$ cat src/rtl/operand_loader_pkg.sv
// Shared defaults, FSM state type and slot indices for the operand loader.
`default_nettype none
package operand_loader_pkg;
  localparam int DEF_WIDTH   = 4;
  localparam int DEF_NUM_OPS = 4;

  localparam int SLOT0 = 0;
  localparam int SLOT1 = 1;
  localparam int SLOT2 = 2;
  localparam int SLOT3 = 3;

  typedef enum logic [0:0] {
    COLLECT = 1'b0,
    OFFER   = 1'b1
  } state_t;
endpackage
`default_nettype wire

$ cat src/rtl/operand_loader_if.sv
// Downstream valid/ready channel carrying the complete operand set.
`default_nettype none
interface operand_loader_if
  import operand_loader_pkg::*;
#(
  parameter int WIDTH   = DEF_WIDTH,
  parameter int NUM_OPS = DEF_NUM_OPS
) ();
  logic [NUM_OPS*WIDTH-1:0] op_out;
  logic                     out_valid;
  logic                     out_ready;

  modport master (output op_out, output out_valid, input out_ready);
  modport slave  (input op_out, input out_valid, output out_ready);
endinterface
`default_nettype wire

$ cat src/rtl/operand_loader_strobe_debounce.sv
// Per-strobe synchroniser and debouncer with a one-cycle rising-edge flag.
`default_nettype none
module strobe_debounce #(
  parameter int SYNC_STAGES     = 2,
  parameter int DEBOUNCE_CYCLES = 4
) (
  input  wire logic clk,
  input  wire logic rst_n,
  input  wire logic raw,
  output logic      rise
);
  localparam int CW = (DEBOUNCE_CYCLES > 1) ? $clog2(DEBOUNCE_CYCLES) : 1;
  localparam logic [CW-1:0] CNT_LAST = CW'(DEBOUNCE_CYCLES - 1);

  logic [SYNC_STAGES-1:0] sync_q;
  logic [CW-1:0]          cnt;
  logic                   stable;
  logic                   sync_lvl;
  logic                   differ;

  assign sync_lvl = sync_q[SYNC_STAGES-1];
  assign differ   = (sync_lvl != stable);
  // High in the cycle before stable flips 0->1, so the capturing edge is the flip edge.
  assign rise     = differ && sync_lvl && (cnt == CNT_LAST);

  always_ff @(posedge clk or negedge rst_n) begin
    if (!rst_n) begin
      sync_q <= '0;
      cnt    <= '0;
      stable <= 1'b0;
    end else begin
      sync_q <= {sync_q[SYNC_STAGES-2:0], raw};
      if (differ) begin
        if (cnt == CNT_LAST) begin
          stable <= sync_lvl;
          cnt    <= '0;
        end else begin
          cnt <= cnt + CW'(1);
        end
      end else begin
        cnt <= '0;
      end
    end
  end
endmodule
`default_nettype wire

$ cat src/rtl/operand_loader.sv
// Captures debounced switch operands into slots and offers the full set downstream.
`default_nettype none
module operand_loader
  import operand_loader_pkg::*;
#(
  parameter int WIDTH           = DEF_WIDTH,
  parameter int NUM_OPS         = DEF_NUM_OPS,
  parameter int SYNC_STAGES     = 2,
  parameter int DEBOUNCE_CYCLES = 4
) (
  input  wire logic               clk,
  input  wire logic               rst_n,
  input  wire logic               ena,
  input  wire logic               clear,
  input  wire logic [WIDTH-1:0]   data_in,
  input  wire logic [NUM_OPS-1:0] strobe_in,
  output logic      [NUM_OPS-1:0] op_loaded,
  output logic      [NUM_OPS-1:0] load_pulse,
  output logic                    overrun,
  operand_loader_if.master        bus
);
  logic [WIDTH-1:0]         data_sync [SYNC_STAGES];
  logic [NUM_OPS-1:0]       rise;
  logic [NUM_OPS*WIDTH-1:0] op_reg;
  logic                     valid_reg;
  state_t                   state;

  assign bus.op_out    = op_reg;
  assign bus.out_valid = valid_reg;

  generate
    for (genvar i = 0; i < NUM_OPS; i++) begin : g_strobe
      strobe_debounce #(
        .SYNC_STAGES    (SYNC_STAGES),
        .DEBOUNCE_CYCLES(DEBOUNCE_CYCLES)
      ) u_debounce (
        .clk  (clk),
        .rst_n(rst_n),
        .raw  (strobe_in[i]),
        .rise (rise[i])
      );
    end
  endgenerate

  always_ff @(posedge clk or negedge rst_n) begin
    if (!rst_n) begin
      for (int s = 0; s < SYNC_STAGES; s++) data_sync[s] <= '0;
    end else begin
      data_sync[0] <= data_in;
      for (int s = 1; s < SYNC_STAGES; s++) data_sync[s] <= data_sync[s-1];
    end
  end

  always_ff @(posedge clk or negedge rst_n) begin
    if (!rst_n) begin
      state      <= COLLECT;
      op_reg     <= '0;
      op_loaded  <= '0;
      load_pulse <= '0;
      overrun    <= 1'b0;
      valid_reg  <= 1'b0;
    end else if (clear) begin
      state      <= COLLECT;
      op_reg     <= '0;
      op_loaded  <= '0;
      load_pulse <= '0;
      overrun    <= 1'b0;
      valid_reg  <= 1'b0;
    end else begin
      load_pulse <= '0;
      case (state)
        COLLECT: begin
          if (ena && (|rise)) begin
            for (int i = 0; i < NUM_OPS; i++) begin
              if (rise[i]) op_reg[i*WIDTH +: WIDTH] <= data_sync[SYNC_STAGES-1];
            end
            op_loaded  <= op_loaded | rise;
            load_pulse <= rise;
          end
          // Uses the registered flags, so the offer starts one edge after the last capture.
          if (&op_loaded) begin
            state     <= OFFER;
            valid_reg <= 1'b1;
          end
        end
        OFFER: begin
          if (ena && (|rise)) overrun <= 1'b1;
          if (bus.out_ready) begin
            state     <= COLLECT;
            valid_reg <= 1'b0;
            op_loaded <= '0;
          end
        end
        default: begin
          state     <= COLLECT;
          valid_reg <= 1'b0;
        end
      endcase
    end
  end
endmodule
`default_nettype wire

$ cat src/flat_wrapper.sv
// flat-port wrapper written by rule: the top's interface ports become plain ports
module operand_loader_flat import operand_loader_pkg::*;
#(
  parameter int WIDTH           = DEF_WIDTH,
  parameter int NUM_OPS         = DEF_NUM_OPS,
  parameter int SYNC_STAGES     = 2,
  parameter int DEBOUNCE_CYCLES = 4
)
  (clk, rst_n, ena, clear, data_in, strobe_in, op_loaded, load_pulse, overrun, bus_op_out, bus_out_valid, bus_out_ready);
  operand_loader_if #(.WIDTH(WIDTH), .NUM_OPS(NUM_OPS)) bus_i ();
  input  wire logic clk;
  input  wire logic rst_n;
  input  wire logic ena;
  input  wire logic clear;
  input  wire logic [WIDTH-1:0] data_in;
  input  wire logic [NUM_OPS-1:0] strobe_in;
  output logic      [NUM_OPS-1:0] op_loaded;
  output logic      [NUM_OPS-1:0] load_pulse;
  output logic overrun;
  output wire logic [$bits(bus_i.op_out)-1:0] bus_op_out;
  output wire logic [$bits(bus_i.out_valid)-1:0] bus_out_valid;
  input wire logic [$bits(bus_i.out_ready)-1:0] bus_out_ready;
  assign bus_op_out = bus_i.op_out;
  assign bus_out_valid = bus_i.out_valid;
  assign bus_i.out_ready = bus_out_ready;
  operand_loader #(.WIDTH(WIDTH), .NUM_OPS(NUM_OPS), .SYNC_STAGES(SYNC_STAGES), .DEBOUNCE_CYCLES(DEBOUNCE_CYCLES)) u_core (.clk(clk), .rst_n(rst_n), .ena(ena), .clear(clear), .data_in(data_in), .strobe_in(strobe_in), .op_loaded(op_loaded), .load_pulse(load_pulse), .overrun(overrun), .bus(bus_i));
endmodule
$ cat config.mk
export PLATFORM = sky130hd
export DESIGN_NAME = operand_loader_flat
export DESIGN_NICKNAME = d
export VERILOG_FILES = /design/src/rtl/operand_loader_pkg.sv /design/src/rtl/operand_loader_if.sv /design/src/rtl/operand_loader_strobe_debounce.sv /design/src/rtl/operand_loader.sv /design/src/flat_wrapper.sv
export SDC_FILE = /design/constraint.sdc
export NUM_CORES = 1
export LEC_CHECK = 0
export CAP_MARGIN = 20
export CORE_AREA = 2 2 60 68
export DETAILED_ROUTE_END_ITERATION = 16
export DIE_AREA = 0 0 62 70
export DONT_BUFFER_PORTS = 1
export PLACE_DENSITY = 0.77
export REMOVE_ABC_BUFFERS = 1
export SLEW_MARGIN = 20
export SYNTH_ARGS = -nofsm -noshare
export SYNTH_HDL_FRONTEND = slang
export SYNTH_HIERARCHICAL = 1
export SYNTH_SLANG_ARGS = --single-unit
$ cat constraint.sdc
create_clock -name clk -period 3.65 [get_ports clk]
set_input_delay 0.73 -clock clk [delete_from_list [all_inputs] [get_ports clk]]
set_output_delay 0.73 -clock clk [all_outputs]
set_load 0.05 [all_outputs]
## After elaboration in Yosys (flattened, before gate mapping)

Cells that the tools add are included.

| word-level totals | value |
|---|---|
| flip-flop bits (word level) | 55 |
| output and inout bits | 26 |

| operators by class | value |
|---|---|
| $add $sub $neg | 4 |
| eq/ne operators | 12 |
| multiplexer cells | 33 |
| bitwise operators | 2 |
| reductions and logical operators | 28 |

Operators with widths:

| operator | count |
|---|---|
| 2-to-1 mux 16 bit | 3 |
| 2-to-1 mux 4 bit | 10 |
| 2-to-1 mux 2 bit | 8 |
| AND reduction 2 bit | 7 |
| AND reduction 3 bit | 4 |
| nonzero test 2 bit | 6 |
| logical AND 1 bit | 9 |
| 2-to-1 mux 1 bit | 9 |
| adder 2 x 1 -> 2 bit (second input constant) | 4 |
| == test 2 bit (second input constant) | 4 |
| case mux 4 bit (2 select lines) | 1 |
| inequality test 3 x 2 -> 1 bit (second input constant) | 2 |
| inequality test 1 bit | 4 |
| bitwise OR 4 bit | 1 |
| case mux 1 bit (2 select lines) | 2 |
| AND reduction 4 bit | 1 |
| OR reduction 4 bit | 1 |
| inequality test 3 bit (second input constant) | 1 |
| inequality test 2 bit (second input constant) | 1 |
| inverter 1 bit | 1 |

## Depth between registers and ports, before layout

Gate-level depths: netlist of the first run.

| depth | value |
|---|---|
| depth after elaboration | 8 |
| depth in mapped cells | 5 |
| mapped depth without buffers | 5 |

## Cells and area by module

Netlist of the first run, hierarchy kept.

Modules (own cells, without submodules):

| module | instances | cells each | area an instance (um2) |
|---|---|---|---|
| operand_loader | 1 | 106 | 1,472.7 |
| strobe_debounce | 4 | 13 | 202.7 |

## Worst setup path after synthesis of the first run

OpenSTA, ideal clock, no wires.

| path | value |
|---|---|
| kind | register to output |
| from | reg u_core.op_reg[2], in the netlist u_core/bus.op_out[2] |
| to | out bus_op_out[2] |
| data arrival time | 0.641 ns |
| path slack | 2.279 ns |
| cell stages (with the launch flop) | 1 |
| buffers on the path | 0 |
| cell sequence | dfrtp_1 |

RTL lines:

| element | RTL line | source |
|---|---|---|
| from (decl) | operand_loader.sv:24 | `logic [NUM_OPS*WIDTH-1:0] op_reg;` |
| from (signal, indexed assignment) | operand_loader.sv:75 | `if (rise[i]) op_reg[i*WIDTH +: WIDTH] <= data_sync[SYNC_STAGES-1];` |
| to (decl) | flat_wrapper.sv:20 | `output wire logic [$bits(bus_i.op_out)-1:0] bus_op_out;` |

No word-level cell between the ends.

## Worst setup path after layout of the first run

| path | value |
|---|---|
| from | reg u_core.overrun |
| to | out overrun |

RTL lines:

| element | RTL line | source |
|---|---|---|
| from (decl) | operand_loader.sv:19 | `output logic overrun,` |
| from (signal assigned) | operand_loader.sv:60 | `overrun <= 1'b0;` |
| from (signal assigned) | operand_loader.sv:67 | `overrun <= 1'b0;` |
| from (signal assigned) | operand_loader.sv:87 | `if (ena && (\|rise)) overrun <= 1'b1;` |
| to (decl) | flat_wrapper.sv:19 | `output logic overrun;` |

No word-level cell between the ends.

==> summary.txt, run 1 <==
Skew-Pair Late Insertion Delay - 0.30 ns
Die W - 62 um
Clock Sinks - 55
outcome - finished clean
Ys Warns - 6
Worst-Margin Slew - 0.526 ns
final setup vio count - 0
final routed DRC violation total - 0
Max Transition Viols Final - 0
GP Congestion - 0.731
drt pass-1 iters - 4
die height - 70 um
Post-Syn Area per Cell - 14.5 um2
first-pass GRT wire length - 5.40 mm
critical path arrival - 0.98 ns
pre-CTS worst setup slack - 2.26 ns
VDD IR max - 334 uV
global route overflow - 0
Clk pwr share - 32.7%
Nets - 181
fmax - 0.584 GHz
CTS max path bufs - 2
synthesized cell area - 2280 um2
TritonCTS Buffers - 5
CP required - 2.92 ns
headroom to the max-slew limit - 64.9%
Routed WL - 3.36 mm
DP HPWL - 2.39 mm
maxcap violations - 0
clock skew - 0.00478 ns
Pwr Density - 582 nW/um2
Worst setup SP type - flip-flop
DR vias/cell - 5.26
DRT iter0 DRCs - 46
DR vias - 1120
Hold-fix buffers, CTS - 0
vias in the first global route - 1123
core area - 3750 um2
# diodes - 0
Starting Density - 60.8%
worst setup path class - flip-flop to primary output
sequential fraction of the synthesis area - 60.3%
commonest cells after routing, fill and taps aside - 55 x dfrtp_1, 19 x nand2b_1, 16 x mux2i_1
H-tree depth - 2
net switching power - 0.000340 W
share of power burned in registers - 52.5%
IO Pins - 39
Synth area leaders - dfrtp_1 60%, mux2i_1 7.0%, nand2b_1 5.2%, ha_1 4.4%, mux2_4 2.6%
CTS clk-pin slew, worst paths - 0.10 ns
root buffer cell - clkbuf_8
Cells after Synth - 158
Pint - 0.00108 W
Post-CTS Setup Bufs - 0
Yosys top cell area share - 60.3%
largest net degree at the start of global routing - 56
gr usage total - 17.1%
Final ANT Viol Nets - 0
final setup margin - 1.94 ns
fraction of layout cells with a size suffix above 1 - 19.3%
Switching Fraction - 24.0%
#FFs+latches synth - 55
Crit Path Max Fanout - 2
area grow syn2layout - 6.69%
initial antenna violation count - 0
unrepaired setup endpoints after global routing - false
ys flop type - dfrtp_1
asr flop ratio synth - 100%
Yosys top cell by area - dfrtp_1
commonest non-fill, non-tap cell in the layout - dfrtp_1
Comb pwr share - 14.8%
crit share post-route - 46.9%
CTS tree - done
Setup TNS Final - 0 ns
WHS - 0.111 ns
PortBufs - 0
CP Capture Type - primary output
Pleak - 1.21 nW
Post-CTS Resized - 0
Final Hold Vio Count - 0
row count - 24
worst hold path class - input pin to asynchronous set/reset pin
routed length per instance - 15.8 um
die area - 4340 um2
library cells used by synthesis - 27
crit path time final - 1.71 ns
EDFF count, synth - 0
[per-layer routing]
| layer | track usage, % | share of wire [%] |
|---|---|---|
| met5 | 0 | 0 |
| met4 | 5.67 | 1.7 |
| met3 | 6.48 | 6.0 |
| met2 | 25.7 | 49 |
| met1 | 22.5 | 43 |
[state kept, by name, indices dropped and copies added, names as in the netlist]
signal,count
u_core/bus.op_out,16
u_core/data_sync,8
u_core/g_strobe.u_debounce/cnt,8
u_core/g_strobe.u_debounce/sync_q,8
u_core/g_strobe.u_debounce/stable,4
u_core/load_pulse,4
u_core/op_loaded,4
u_core/bus.out_valid,1
u_core/overrun,1
u_core/state,1
[logic make-up after synthesis]
family / count (synthesis) / synth area share [%]
adder cells (fa/ha/maj): 8 / 4.38
multiplexers: 20 / 9.64
flip-flops: 55 / 60.3
AND/OR/NAND/NOR: 53 / 18.6
AO/OA/AOI/OAI: 11 / 4.00
buffers and inverters: 11 / 3.12
[power groups by stage]
stage | sequential [W] | combinational (W) | clock (W)
after floorplan | 0.000745 | 0.000180 | 0
after global placement | 0.000751 | 0.000197 | 0
after detailed placement | 0.000756 | 0.000214 | 0
after CTS | 0.000745 | 0.000214 | 0.000475
after global routing | 0.000753 | 0.000234 | 0.000501
final | 0.000744 | 0.000210 | 0.000463
[final cells by class]
cell class / count / area [um2]
Inverter: 6 / 22.5
Clock inverter: 3 / 67.6
Multi-Input combinational cell: 92 / 836
Tap cell: 52 / 65.1
Clock buffer: 5 / 68.8
Sequential cell: 55 / 1380
Fill cell: 273 / 1320
[final timing paths]
path,start,end,slack [ns],cells after the start
min in group clk,u_core/g_strobe[1].u_debounce/sync_q[0]$_DFF_PN0_,u_core/g_strobe[1].u_debounce/sync_q[1]$_DFF_PN0_,0.36,0
min,rst_n,u_core/bus.op_out[1]$_DFFE_PN0P_,0.11,0
min reg2reg,u_core/g_strobe[1].u_debounce/sync_q[0]$_DFF_PN0_,u_core/g_strobe[1].u_debounce/sync_q[1]$_DFF_PN0_,0.36,0
max,u_core/overrun$_DFFE_PN0P_,overrun,1.94,0
max reg2reg,u_core/g_strobe[3].u_debounce/cnt[0]$_DFF_PN0_,u_core/overrun$_DFFE_PN0P_,2.26,4
max in group asynchronous,rst_n,u_core/g_strobe[2].u_debounce/cnt[1]$_DFF_PN0_,3.44,0
[stage by stage]
step / power (W) / cells / area, um2 / utilization (%)
after floorplan: 0.000925 / 153 / 2230 / -
after global placement: 0.000948 / 205 / 2300 / 61.3
after detailed placement: 0.000970 / 205 / 2300 / 61.3
after CTS: 0.00143 / 213 / 2440 / 64.9
after global routing: 0.00149 / 213 / 2440 / 64.9
final: 0.00142 / 213 / 2440 / 64.9
[Yosys cell counts (4+ instances only)]
master     n
buf_6      4
ha_1       8
nor3_1     4
a21oi_1    4
mux2i_1   16
a21bo_2    4
inv_1      6
mux2_4     4
nor2b_4    4
dfrtp_1   55
nand2b_1  19
and2_1     8
and2b_2    4
Power figures use the tool's default switching activity.
==> run 2, diff against run 1 <==
--- a/config.mk
+++ b/config.mk
@@ -6,11 +6,11 @@
 export NUM_CORES = 1
 export LEC_CHECK = 0
 export CAP_MARGIN = 20
-export CORE_AREA = 2 2 60 68
+export CORE_AREA = 2 2 64 72
 export DETAILED_ROUTE_END_ITERATION = 16
-export DIE_AREA = 0 0 62 70
+export DIE_AREA = 0 0 66 74
 export DONT_BUFFER_PORTS = 1
-export PLACE_DENSITY = 0.77
+export PLACE_DENSITY = 0.72
 export REMOVE_ABC_BUFFERS = 1
 export SLEW_MARGIN = 20
 export SYNTH_ARGS = -nofsm -noshare
==> constraint.sdc (replaced) <==
create_clock -name clk -period 1.5 [get_ports clk]
set_input_delay 0.3 -clock clk [delete_from_list [all_inputs] [get_ports clk]]
set_output_delay 0.3 -clock clk [all_outputs]
set_load 0.05 [all_outputs]
==> run 2 against run 1 <==
Compared with the run above:
- the run now ends with hold timing left
- register-to-register slack worse by 2.1 ns
- global-route usage is 0.69 points lower
- first-iteration DRC count is 91% higher
- critical endpoint is now u_core/bus.op_out[2]$_DFFE_PN0P_
==> summary.txt, run 2 (synthesis results as in run 1) <==
TritonCTS Buffers - 5
initial antenna violation count - 0
most used routing layer - met2
gr usage total - 16.4%
Routed WL - 3.63 mm
DP HPWL - 2.58 mm
Pwr Density - 1300 nW/um2
crit path time final - 1.39 ns
GR Util met3 - 5.30%
Pleak - 1.26 nW
clock skew - 0.00777 ns
WHS - -0.322 ns
Max Transition Viols Final - 0
Final ANT Viol Nets - 0
CTS max path bufs - 2
final setup margin - 0.110 ns
first-pass GRT wire length - 5.82 mm
fmax - 0.720 GHz
outcome - complete, but fails checks
CTS tree - done
unrepaired setup endpoints after global routing - false
CTS clk-pin slew, worst paths - 0.09 ns
IO Pins - 39
DRT iter0 DRCs - 88
final setup vio count - 0
commonest cells after routing, fill and taps aside - 55 x dfrtp_1, 19 x nand2b_1, 16 x mux2i_1
Skew-Pair Late Insertion Delay - 0.30 ns
headroom to the max-slew limit - 63.2%
critical path arrival - 1.61 ns
root buffer cell - clkbuf_8
Worst setup SP type - flip-flop
core area - 4190 um2
final routed DRC violation total - 0
maxcap violations - 0
vias in the first global route - 1212
failing checks - hold timing
worst setup path class - flip-flop to flip-flop
drt pass-1 iters - 4
pre-CTS worst setup slack - 0.148 ns
crit share post-route - 92.7%
commonest non-fill, non-tap cell in the layout - dfrtp_1
area grow syn2layout - 11.2%
Final Hold Vio Count - 55
FF/Latch Area - 1380 um2
# diodes - 0
die height - 74 um
GP Congestion - 0.757
Multi-input gate area - 842 um2
global route overflow - 0
largest net degree at the start of global routing - 56
DR vias - 1204
Starting Density - 54.5%
Clock Sinks - 55
routed length per instance - 15.9 um
fraction of layout cells with a size suffix above 1 - 21.3%
max FFs per register - 16
H-tree depth - 2
Crit Path Max Fanout - 4
DR vias/cell - 5.28
Die W - 66 um
Filler Cells Inserted - 361
CP Capture Type - flip-flop
GR Layer Usage met1 - 19.7%
PortBufs - 0
die area - 4880 um2
row count - 25
CP required - 1.72 ns
met2 Use GR - 27.5%
Nets - 195
worst hold path class - input pin to asynchronous set/reset pin
Setup TNS Final - 0 ns
VDD IR max - 697 uV
Worst-Margin Slew - 0.552 ns
[run 2: through the flow]
stage	instances	power, W	instance area [um2]	util, %
2_1_floorplan	153	0.00225	2230	-
3_3_place_gp	213	0.00231	2350	56.0
3_5_place_dp	213	0.00237	2350	56.0
4_1_cts	220	0.00331	2450	58.5
5_1_grt	228	0.00346	2540	60.6
6_report	228	0.00329	2540	60.6
[run 2: where the power goes]
part	switching [W]	internal, W	total [W]
logic	0.000237	0.000318	0.000555
clock network	0.000456	0.000488	0.000944
registers	0.000134	0.00166	0.00179
[run 2: layer usage]
layer,share of wire (%),wire (um)
met1,41,1470
met2,52,1890
met3,5.5,200
met4,1.8,65
met5,0,0
[run 2: path summary, 6_finish.rpt]
kind | cells after the start | slack (ns) | endpoint | from
worst max register to register | 4 | 0.11 | u_core/bus.op_out[2]$_DFFE_PN0P_ | u_core/g_strobe[0].u_debounce/cnt[0]$_DFF_PN0_
worst min register to register | 0 | 0.35 | u_core/data_sync[0]$_DFF_PN0_ | u_core/data_sync[4]$_DFF_PN0_
worst min-delay path | 0 | -0.32 | u_core/load_pulse[2]$_DFF_PN0_ | rst_n
max in group asynchronous | 0 | 1.73 | u_core/overrun$_DFFE_PN0P_ | rst_n
min in group clk | 1 | 0.04 | u_core/op_loaded[2]$_DFFE_PN0P_ | clear
worst max-delay path | 4 | 0.11 | u_core/bus.op_out[2]$_DFFE_PN0P_ | u_core/g_strobe[0].u_debounce/cnt[0]$_DFF_PN0_
[run 2: worst max-delay path, cell delays in order (launching register included)]
cell	delay (ns)
dfrtp_1	0.37
ha_1	0.20
and2_1	0.28
and3b_1	0.26
mux2i_1	0.21
[run 2: area by class of cell]
type	count	area share (%)
repair buffers	14	4.93
clock inverters	2	1.48
well taps	54	2.66
clock buffers	5	2.71
inverters	6	0.887
multi-input cells	92	33.2
flip-flops and latches	55	54.2
[run 2: timing repair]
item                                    4_1_cts  5_1_grt
setup buffers                                 0        0
endpoints found under the hold margin        55       63
endpoints found under the setup margin        0        1
gates resized for setup                       0        1
==> run 3, diff against run 2 <==
--- a/config.mk
+++ b/config.mk
@@ -5,12 +5,13 @@
 export SDC_FILE = /design/constraint.sdc
 export NUM_CORES = 1
 export LEC_CHECK = 0
+export BUFFER_PORTS_ARGS = -buffer_cell sky130_fd_sc_hd__buf_2
 export CAP_MARGIN = 20
-export CORE_AREA = 2 2 64 72
+export CORE_AREA = 2 2 69 77
 export DETAILED_ROUTE_END_ITERATION = 16
-export DIE_AREA = 0 0 66 74
-export DONT_BUFFER_PORTS = 1
-export PLACE_DENSITY = 0.72
+export DIE_AREA = 0 0 71 79
+export MAX_ROUTING_LAYER = met4
+export PLACE_DENSITY = 0.71
 export REMOVE_ABC_BUFFERS = 1
 export SLEW_MARGIN = 20
 export SYNTH_ARGS = -nofsm -noshare
==> run 3 against run 2 <==
Compared with the run above:
- sequential share of layout area decreased by 2.1 points
- final cell count is 14% higher
- final area is 4.0% higher
- the run now ends clean
- hold slack better by 0.42 ns
- via count rose by 6.2%
==> summary.txt, run 3 (synthesis results as in run 1) <==
outcome - finished clean
core area - 4900 um2
final setup margin - 0.144 ns
maxcap violations - 0
area post-placement - 2530 um2
Power, Total - 0.00324 W
TritonCTS Buffers - 5
initial antenna violation count - 0
CP required - 1.73 ns
CP Capture Type - flip-flop
final instance area - 2640 um2
crit share post-route - 90.4%
net switching power - 0.000873 W
commonest cells after routing, fill and taps aside - 55 x dfrtp_1, 38 x buf_2, 19 x nand2b_1
global route overflow - 0
die area - 5610 um2
vias in the first global route - 1287
GP Congestion - 0.735
CTS tree - done
unrepaired setup endpoints after global routing - false
VDD IR max - 503 uV
area grow syn2layout - 15.7%
Post-CTS Resized - 0
worst setup path class - flip-flop to flip-flop
CTS max path bufs - 2
gr usage total - 14.3%
final routed DRC violation total - 0
Crit Path Max Fanout - 4
delay-heaviest family, CP - simple AND/OR/NAND/NOR gates
root buffer cell - clkbuf_8
slowest cell delay on critical path - 0.37 ns
critical path arrival - 1.59 ns
WHS - 0.0949 ns
Pleak - 1.41 nW
row count - 27
Routed WL - 3.52 mm
GR Layer Usage met1 - 18.8%
Skew-Pair Late Insertion Delay - 0.30 ns
Clock Sinks - 55
headroom to the max-slew limit - 73.2%
DP HPWL - 2.44 mm
max FFs per register - 16
DRT iter0 DRCs - 51
DR vias - 1279
Setup TNS Final - 0 ns
GR Util met3 - 3.55%
Final Hold Vio Count - 0
largest net degree at the start of global routing - 56
Switching Fraction - 27.0%
# diodes - 0
PortBufs - 38
drt pass-1 iters - 4
crit path time final - 1.36 ns
most used routing layer - met2
clock skew - 0.00691 ns
worst-path cell chain - ha_1 -> and2_1 -> and3b_1 -> mux2i_1
share of power burned in registers - 53.9%
Starting Density - 46.6%
first-pass GRT wire length - 6.02 mm
commonest non-fill, non-tap cell in the layout - dfrtp_1
pre-CTS worst setup slack - 0.165 ns
slowest cell on the critical path - dfrtp_1
Die W - 71 um
worst hold path class - input pin to flip-flop
routed length per instance - 13.5 um
CTS clk-pin slew, worst paths - 0.10 ns
final setup vio count - 0
Final ANT Viol Nets - 0
fmax - 0.737 GHz
IO Pins - 39
Worst setup SP type - flip-flop
Bufs and invs on worst path - 0
fraction of layout cells with a size suffix above 1 - 35.5%
die height - 79 um
Pint - 0.00236 W
Nets - 223
Max Transition Viols Final - 0
Filler Cells Inserted - 400
Comb pwr share - 20.2%
Worst-Margin Slew - 0.402 ns
Pwr Density - 1230 nW/um2
DR vias/cell - 4.90
Clk pwr share - 25.9%
met2 Use GR - 21.7%
H-tree depth - 2
-- run 3: cell types whose count changed in the layout (fill, tap and decap cells not counted), sizes merged --
cell,delta
buf,+35
dlygate4sd3,-7
bufinv,-1
clkbuf,+1
clkinv,+1
-- run 3: path summary, 6_finish.rpt --
check	from	endpoint	slack, ns	cells past startpoint
max in group asynchronous	rst_n	u_core/g_strobe[2].u_debounce/sync_q[0]$_DFF_PN0_	0.74	3
worst max register to register	u_core/g_strobe[0].u_debounce/cnt[0]$_DFF_PN0_	u_core/bus.op_out[3]$_DFFE_PN0P_	0.14	4
min in group asynchronous	rst_n	u_core/load_pulse[2]$_DFF_PN0_	0.50	3
worst min-delay path	data_in[3]	u_core/data_sync[7]$_DFF_PN0_	0.09	1
worst min register to register	u_core/g_strobe[1].u_debounce/sync_q[0]$_DFF_PN0_	u_core/g_strobe[1].u_debounce/sync_q[1]$_DFF_PN0_	0.35	0
worst max-delay path	u_core/g_strobe[0].u_debounce/cnt[0]$_DFF_PN0_	u_core/bus.op_out[3]$_DFFE_PN0P_	0.14	4
-- run 3: through the flow --
step	utilization [%]	cells
after floorplan	-	153
after global placement	51.7	252
after detailed placement	51.7	252
after CTS	53.9	261
after global routing	53.9	261
final	53.9	261
-- run 3: what timing repair did --
action,in CTS,in global routing
hold buffers,1,0
hold endpoints to repair,55,0
buffers inserted,0,0
setup endpoints to repair,0,0
-- run 3: worst register-to-register path, cell delays in order (launching register included) --
cell and delay (ns):
dfrtp_1 0.37, ha_1 0.20, and2_1 0.27, and3b_1 0.26, mux2i_1 0.19
-- run 3: routing by layer --
layer	up-vias	wire [um]
met3	5	161
li1	614	-
met1	631	1650
met2	29	1670
met4	0	44
met5	-	0
-- run 3: power groups by stage --
stage	Combinational [W]	Sequential [W]	Clock (W)
after floorplan	0.000439	0.00181	0
after global placement	0.000646	0.00176	0
after detailed placement	0.000658	0.00177	0
after CTS	0.000666	0.00175	0.000884
after global routing	0.000727	0.00177	0.000944
final	0.000655	0.00175	0.000837
-- run 3: final cells by class --
type	instances	area (um2)	share of cell area [%]
tap	58	72.6	2.75
timing repair buffer	42	235	8.91
sequential	55	1380	52.1
clock buffer	6	82.6	3.13
inverter	6	22.5	0.853
clock inverter	2	16.3	0.616
multi-input combinational	92	836	31.6
